## src/rtl/muldiv_pkg.sv

```systemverilog
// muldiv_pkg: shared encodings for the HI/LO multiply/divide unit.
package muldiv_pkg;

   typedef enum logic [1:0] {
      OP_NONE  = 2'd0,
      OP_MULTU = 2'd1,
      OP_MADDU = 2'd2,
      OP_DIVU  = 2'd3
   } op_e;

   localparam logic [1:0] SEL_HI = 2'b01;
   localparam logic [1:0] SEL_LO = 2'b10;

   typedef enum logic {
      S_IDLE = 1'b0,
      S_RUN  = 1'b1
   } state_e;

endpackage

```

## src/rtl/muldiv_if.sv

```systemverilog
// muldiv_if: EX-stage request/response bundle between the pipeline and muldiv_unit.
interface muldiv_if #(
   parameter int unsigned WIDTH = 32
);
   logic             start;
   logic [1:0]       op;
   logic [WIDTH-1:0] a;
   logic [WIDTH-1:0] b;
   logic [1:0]       rd_sel;
   logic [WIDTH-1:0] rd_data;
   logic             busy;
   logic             done;
   logic [WIDTH-1:0] hi;
   logic [WIDTH-1:0] lo;
   logic             stall;

   // Pipeline side: issues operations and reads HI/LO.
   modport master (
      output start, op, a, b, rd_sel,
      input  rd_data, busy, done, hi, lo, stall
   );

   // Unit side.
   modport slave (
      input  start, op, a, b, rd_sel,
      output rd_data, busy, done, hi, lo, stall
   );
endinterface

```

## src/rtl/muldiv_divstep.sv

```systemverilog
// muldiv_divstep: one combinational restoring-division step.
// Shifts the next dividend bit into the partial remainder and subtracts the divisor when it fits.
module muldiv_divstep #(
   parameter int unsigned WIDTH = 32
) (
   input  logic [WIDTH-1:0] rem_in,
   input  logic             dividend_bit,
   input  logic [WIDTH-1:0] divisor,
   output logic [WIDTH-1:0] rem_out,
   output logic             q_bit
);

   logic [WIDTH:0] trial;

   // Trial subtraction; a zero divisor always "fits", giving all-ones quotient and rem = dividend.
   always_comb begin
      trial   = {rem_in, dividend_bit};
      q_bit   = (trial >= {1'b0, divisor});
      rem_out = q_bit ? WIDTH'(trial - {1'b0, divisor}) : trial[WIDTH-1:0];
   end

endmodule

```

## src/rtl/muldiv_unit.sv

```systemverilog
// muldiv_unit: iterative MULTU/MADDU/DIVU unit with architectural HI/LO registers.
// One iteration per clock for WIDTH clocks; commit and one-cycle done at the last edge.
// Macro MULDIV_DIVU_EN: when defined, compiles the divider and accepts op DIVU;
// otherwise a DIVU request is ignored.
module muldiv_unit
   import muldiv_pkg::*;
#(
   parameter int unsigned WIDTH = 32
) (
   input logic     clk,
   input logic     rst,
   muldiv_if.slave bus
);

   localparam int unsigned CW = $clog2(WIDTH) + 1;
   localparam logic [CW-1:0] LAST_ITER = CW'(WIDTH - 1);

   state_e             state_q, state_d;
   logic [CW-1:0]      cnt_q;
   op_e                op_q;
   logic [WIDTH-1:0]   opnd_q;   // multiplicand, or divisor for DIVU
   logic [2*WIDTH-1:0] acc_q;    // {partial product, multiplier} or {remainder, dividend/quotient}
   logic [2*WIDTH-1:0] acc_d;
   logic [2*WIDTH-1:0] hilo_d;
   logic [WIDTH-1:0]   hi_q, lo_q;
   logic               done_q;
   logic               legal_op, launch, last;
   logic [WIDTH:0]     mul_sum;

`ifdef MULDIV_DIVU_EN
   logic [WIDTH-1:0] div_rem;
   logic             div_qbit;

   muldiv_divstep #(.WIDTH(WIDTH)) u_divstep (
      .rem_in       (acc_q[2*WIDTH-1:WIDTH]),
      .dividend_bit (acc_q[WIDTH-1]),
      .divisor      (opnd_q),
      .rem_out      (div_rem),
      .q_bit        (div_qbit)
   );
`endif

   // Decode which requested ops this build can execute.
   always_comb begin
      legal_op = 1'b0;
      case (op_e'(bus.op))
         OP_MULTU, OP_MADDU: legal_op = 1'b1;
`ifdef MULDIV_DIVU_EN
         OP_DIVU:            legal_op = 1'b1;
`endif
         default:            legal_op = 1'b0;
      endcase
   end

   assign launch = (state_q == S_IDLE) && bus.start && legal_op;
   assign last   = (state_q == S_RUN) && (cnt_q == LAST_ITER);

   // FSM next state: requests while busy are simply not looked at.
   always_comb begin
      state_d = state_q;
      case (state_q)
         S_IDLE:  if (launch) state_d = S_RUN;
         S_RUN:   if (last) state_d = S_IDLE;
         default: state_d = S_IDLE;
      endcase
   end

   // FSM state register.
   always_ff @(posedge clk or posedge rst) begin
      if (rst) state_q <= S_IDLE;
      else     state_q <= state_d;
   end

   // One datapath iteration: shift-add multiply step, or restoring divide step for DIVU.
   always_comb begin
      mul_sum = {1'b0, acc_q[2*WIDTH-1:WIDTH]} + (acc_q[0] ? {1'b0, opnd_q} : '0);
      acc_d   = {mul_sum, acc_q[WIDTH-1:1]};
`ifdef MULDIV_DIVU_EN
      if (op_q == OP_DIVU) acc_d = {div_rem, acc_q[WIDTH-2:0], div_qbit};
`endif
   end

   // Commit value: DIVU's {rem, quot} lands in {HI, LO} like a product; MADDU accumulates.
   always_comb begin
      hilo_d = acc_d;
      if (op_q == OP_MADDU) hilo_d = {hi_q, lo_q} + acc_d;
   end

   // Operand latch, iteration counter, working register, HI/LO commit and done pulse.
   always_ff @(posedge clk or posedge rst) begin
      if (rst) begin
         cnt_q  <= '0;
         op_q   <= OP_NONE;
         opnd_q <= '0;
         acc_q  <= '0;
         hi_q   <= '0;
         lo_q   <= '0;
         done_q <= 1'b0;
      end else begin
         done_q <= last;
         if (launch) begin
            cnt_q  <= '0;
            op_q   <= op_e'(bus.op);
            opnd_q <= bus.a;
            acc_q  <= {{WIDTH{1'b0}}, bus.b};
`ifdef MULDIV_DIVU_EN
            if (bus.op == OP_DIVU) begin
               opnd_q <= bus.b;
               acc_q  <= {{WIDTH{1'b0}}, bus.a};
            end
`endif
         end else if (state_q == S_RUN) begin
            cnt_q <= cnt_q + 1'b1;
            acc_q <= acc_d;
         end
         if (last) begin
            hi_q <= hilo_d[2*WIDTH-1:WIDTH];
            lo_q <= hilo_d[WIDTH-1:0];
         end
      end
   end

   // mfhi/mflo read port; reads the committed registers only.
   always_comb begin
      bus.rd_data = '0;
      case (bus.rd_sel)
         SEL_HI:  bus.rd_data = hi_q;
         SEL_LO:  bus.rd_data = lo_q;
         default: bus.rd_data = '0;
      endcase
   end

   assign bus.busy  = (state_q == S_RUN);
   assign bus.done  = done_q;
   assign bus.hi    = hi_q;
   assign bus.lo    = lo_q;
   assign bus.stall = bus.busy && ((bus.rd_sel == SEL_HI) || (bus.rd_sel == SEL_LO) || bus.start);

endmodule

```

## src/flat_wrapper.sv

```systemverilog
// flat-port wrapper written by rule: the top's interface ports become plain ports
module muldiv_unit_flat import muldiv_pkg::*;
#(
   parameter int unsigned WIDTH = 32
)
  (clk, rst, bus_start, bus_op, bus_a, bus_b, bus_rd_sel, bus_rd_data, bus_busy, bus_done, bus_hi, bus_lo, bus_stall);
  muldiv_if #(.WIDTH(WIDTH)) bus_i ();
  input logic clk;
  input logic rst;
  input wire logic [$bits(bus_i.start)-1:0] bus_start;
  input wire logic [$bits(bus_i.op)-1:0] bus_op;
  input wire logic [$bits(bus_i.a)-1:0] bus_a;
  input wire logic [$bits(bus_i.b)-1:0] bus_b;
  input wire logic [$bits(bus_i.rd_sel)-1:0] bus_rd_sel;
  output wire logic [$bits(bus_i.rd_data)-1:0] bus_rd_data;
  output wire logic [$bits(bus_i.busy)-1:0] bus_busy;
  output wire logic [$bits(bus_i.done)-1:0] bus_done;
  output wire logic [$bits(bus_i.hi)-1:0] bus_hi;
  output wire logic [$bits(bus_i.lo)-1:0] bus_lo;
  output wire logic [$bits(bus_i.stall)-1:0] bus_stall;
  assign bus_i.start = bus_start;
  assign bus_i.op = bus_op;
  assign bus_i.a = bus_a;
  assign bus_i.b = bus_b;
  assign bus_i.rd_sel = bus_rd_sel;
  assign bus_rd_data = bus_i.rd_data;
  assign bus_busy = bus_i.busy;
  assign bus_done = bus_i.done;
  assign bus_hi = bus_i.hi;
  assign bus_lo = bus_i.lo;
  assign bus_stall = bus_i.stall;
  muldiv_unit #(.WIDTH(WIDTH)) u_core (.clk(clk), .rst(rst), .bus(bus_i));
endmodule
```

## config.mk

```make
export PLATFORM = sky130hd
export DESIGN_NAME = muldiv_unit_flat
export DESIGN_NICKNAME = d
export VERILOG_FILES = /design/src/rtl/muldiv_pkg.sv /design/src/rtl/muldiv_if.sv /design/src/rtl/muldiv_divstep.sv /design/src/rtl/muldiv_unit.sv /design/src/flat_wrapper.sv
export SDC_FILE = /design/constraint.sdc
export NUM_CORES = 1
export LEC_CHECK = 0
export ABC_AREA = 1
export BUFFER_PORTS_ARGS = -buffer_cell sky130_fd_sc_hd__buf_2
export CORE_MARGIN = 3
export CORE_UTILIZATION = 40
export CTS_CLUSTER_DIAMETER = 40
export DETAILED_ROUTE_END_ITERATION = 6
export SYNTH_ARGS = -nofsm -noshare
export SYNTH_HDL_FRONTEND = slang
export SYNTH_HIERARCHICAL = 1
export SYNTH_SLANG_ARGS = --single-unit
```

## constraint.sdc

```tcl
create_clock -name clk -period 9.31 [get_ports clk]
set_input_delay 0.931 -clock clk [delete_from_list [all_inputs] [get_ports clk]]
set_output_delay 0.931 -clock clk [all_outputs]
set_load 0.03 [all_outputs]
```

==> metrics.md <==
| Metric | Value |
|---|---|
| RSZ-0062 raised after global routing | no |
| Final Non-Filler Cells | 3495 |
| Post CTS Setup Buffer Count | 0 |
| Endpoints failing hold | 0 |
| DRT Wirelength | approximately 67000 um |
| Critical Path Start Type | flip-flop |
| I/O Pins | 170 |
| Nets@finish | 3127 |
| DR iter-0 viols | 1842 |
| Max cap viols | 0 |
| Slew Viols, Final | 0 |
| Yosys cell types | 48 |
| Yosys warns | 6 |
| Clk_skew | 0.0178 ns |
| Status | completed |
| First-pass GRT wire length | ~100000 um |
| Vias/cell | 5.09 |
| Most common cell after layout, fill and taps aside | nand2_1 |
| Total GRT Usage | 0.303 |
| Worst skew pair latency | 0.52 ns |
| Syn_area_per_cell | around 6 um2 |
| H-tree depth | 4 |
| Worst rel slew slack | 0.295 |
| CTS root buf | clkbuf_16 |
| Die width | 210 um |
| TritonCTS buffer count | 17 |
| Post-synth ARST share | 1.00 |
| Initial antenna violation count | 0 |
| Crit. End Element | flip-flop |
| Antenna Nets Post-Route | 0 |
| Area of the multi-input gates | a little under 10000 um2 |
| Placer Congestion | a little under 1 |
| DIE HEIGHT | around 210 um |
| Post-DR wirelength/cell | between 15 and 20 um |
| TritonRoute pass-1 iters | 6 |
| Worst hold-check path type | reg -> reg |
| CP Max Fanout | 33 |
| TritonCTS clock tree | yes |
| Max Buffers Root-to-Sink | 2 |
| Synth-to-Final Area Change | 11.9% |
| Worst-path clk slew | around 0.08 ns |
| Register area | roughly 4300 um2 |
| TNS Setup | 0 ns |
| Post-CTS Resized | 0 |
| Crit path time final | between 4 and 5 ns |
| Register area share after synthesis | 0.257 |
| Via count | 17806 |
| Hold buffers post-CTS | 0 |
| Final Cycle Share | 0.520 |
| Detailed Place HPWL | roughly 53000 um |
| Final setup violation count | 0 |
| Fmax | ~210 MHz |
| Initial Utilization | 0.411 |
| Seq cells post-synth | between 150 and 200 |
| Critical path type | reg -> reg |
| PortBufs | roughly 170 |
| Post-Synthesis Cells | 2818 |
| Worst-margin pin slew | 1.06 ns |
| Most frequent cells in the layout | 1161 x nand2_1, 576 x inv_1, 169 x buf_2, 169 x dfrtp_1, 133 x nor2_1 |
| Total gr overflow | 0 |
| Vias in the first global route | roughly 16000 |
| Critical path required time | between 9 and 10 ns |
| Worst Setup SP | u_core/acc_q[0]$_DFFE_PP0P_ |
| Die ar. | roughly 44000 um2 |
| Top_reg_cell synth | dfrtp_1 |
| EDFF count, synth | 0 |
| Synthesized Nets | roughly 3000 |
| Critical Path AT | approximately 5.3 ns |
| Inst Count DP | roughly 3500 |
| Largest net degree at the start of global routing | 66 |
| Fraction of layout cells with a size suffix above 1 | 0.110 |
| Core Footprint | roughly 40000 um2 |
| Row count | 73 |
| Syn Std Cell Area | approximately 17000 um2 |
| Hold Crit Start | u_core/opnd_q[11]$_DFFE_PP0P_ |
| FF-to-FF Start | u_core/acc_q[0]$_DFFE_PP0P_ |
| DRC Markers | 0 |
| Fillers | about 4500 |
| Clock Sinks | between 150 and 200 |
==> cells in the mapped netlist (5+ instances only) <==
cell | count | area, um2
dfrtp_1 | 170 | 4250
or2_2 | 23 | 144
buf_2 | 20 | 100
a22oi_1 | 32 | 240
o21ai_0 | 85 | 425
nor2_1 | 134 | 503
nor2_2 | 14 | 87.6
inv_1 | 577 | 2170
xor2_1 | 34 | 298
o21ai_1 | 10 | 50.1
a22o_1 | 16 | 140
nor3_1 | 14 | 70.1
inv_2 | 11 | 41.3
ha_1 | 98 | 1230
and2_4 | 7 | 61.3
a21oi_1 | 131 | 656
xor2_2 | 7 | 114
nand3_1 | 117 | 586
clkbuf_1 | 38 | 143
and2_1 | 7 | 43.8
nand3b_1 | 11 | 82.6
nand2_1 | 1161 | 4360
nand3_2 | 7 | 70.1
nor3_2 | 9 | 90.1
a21boi_1 | 12 | 90.1
nand4_1 | 5 | 31.3
a2bb2oi_1 | 5 | 43.8
nand2_2 | 24 | 150
==> cells by family (layout without fill, tap and decap cells) <==
logic type | after synthesis | count (layout) | synth area share
AOI/OAI and AO/OA | 313 | 313 | 0.110
DFF | 170 | 170 | 0.257
other | 0 | 1 | 0
and+or+nand+nor | 1538 | 1538 | 0.381
adders and majority gates | 100 | 100 | 0.0764
buffers and inverters | 655 | 806 | 0.151
xor gates and xnor gates | 42 | 42 | 0.0254
==> metrics by stage <==
step	setup WS, ns	hold slack, ns	utilization	instance area (um2)
finish	4.47	0.482	0.459	18500
global route	3.95	0.500	0.459	18500
CTS	4.56	0.486	0.459	18500
detailed placement	4.59	0.466	0.444	17900
global placement	4.58	0.467	0.444	17900
floorplan	3.78	0.449	-	16600
==> metal layers <==
| metal | up-vias | GRT usage | share of wire |
|---|---|---|---|
| li1 | 8821 | - | - |
| met1 | 8312 | 0.471 | 0.50 |
| met2 | 627 | 0.438 | 0.41 |
| met3 | 46 | 0.0414 | 0.071 |
| met4 | 0 | 0.0748 | 0.017 |
| met5 | - | 0 | 0 |
==> worst paths after layout <==
path / to / slack (ns) / cells after the start
worst max-delay path: u_core/bus.hi[24]$_DFFE_PP0P_ / 4.47 / 26
worst min-delay path: u_core/opnd_q[11]$_DFFE_PP0P_ / 0.48 / 2
worst max register to register: u_core/bus.hi[24]$_DFFE_PP0P_ / 4.47 / 26
worst min register to register: u_core/opnd_q[11]$_DFFE_PP0P_ / 0.48 / 2
max in group asynchronous: u_core/bus.busy$_DFF_PP0_ / 7.35 / 3
min in group asynchronous: u_core/acc_q[5]$_DFFE_PP0P_ / 0.52 / 2
==> cell type report <==
| type | count | share of cell area |
|---|---|---|
| clock buffers | 17 | 0.0229 |
| inverters | 591 | 0.120 |
| diodes | 1 | 0.000135 |
| repair buffers | 183 | 0.0513 |
| multi-input cells | 1993 | 0.531 |
| flip-flops and latches | 170 | 0.229 |
| clock inverters | 15 | 0.0103 |
| well taps | 525 | 0.0354 |
==> worst max-delay path, cell delays in order, from the launching register on <==
cell     delay (ns)
dfrtp_1        1.04
nand2_1        0.10
inv_1          0.09
ha_1           0.21
inv_1          0.07
fa_1           0.40
inv_1          0.11
nand2_1        0.05
nand2_1        0.10
nand3_1        0.07
nand2_1        0.11
nand2_1        0.07
nand2_2        0.10
nand2_1        0.16
nand2_1        0.10
nand2_1        0.07
nand2_1        0.10
inv_1          0.08
ha_1           0.38
nand2_1        0.11
nor2_1         0.25
nand2_1        0.14
nor4_1         0.37
nand2_1        0.14
nand3_1        0.11
nand3_1        0.08
a21oi_1        0.15
==> flip-flops by register name (all words and copies together) (netlist names) <==
| name | count |
|---|---|
| u_core/op_q | 2 |
| u_core/cnt_q | 6 |
| u_core/bus.done | 1 |
| u_core/bus.hi | 32 |
| u_core/opnd_q | 32 |
| u_core/acc_q | 64 |
| u_core/bus.busy | 1 |
| u_core/bus.lo | 32 |
Power is not shown: default switching activity piles up to over one toggle a cycle in this logic, so the estimate is an artifact.
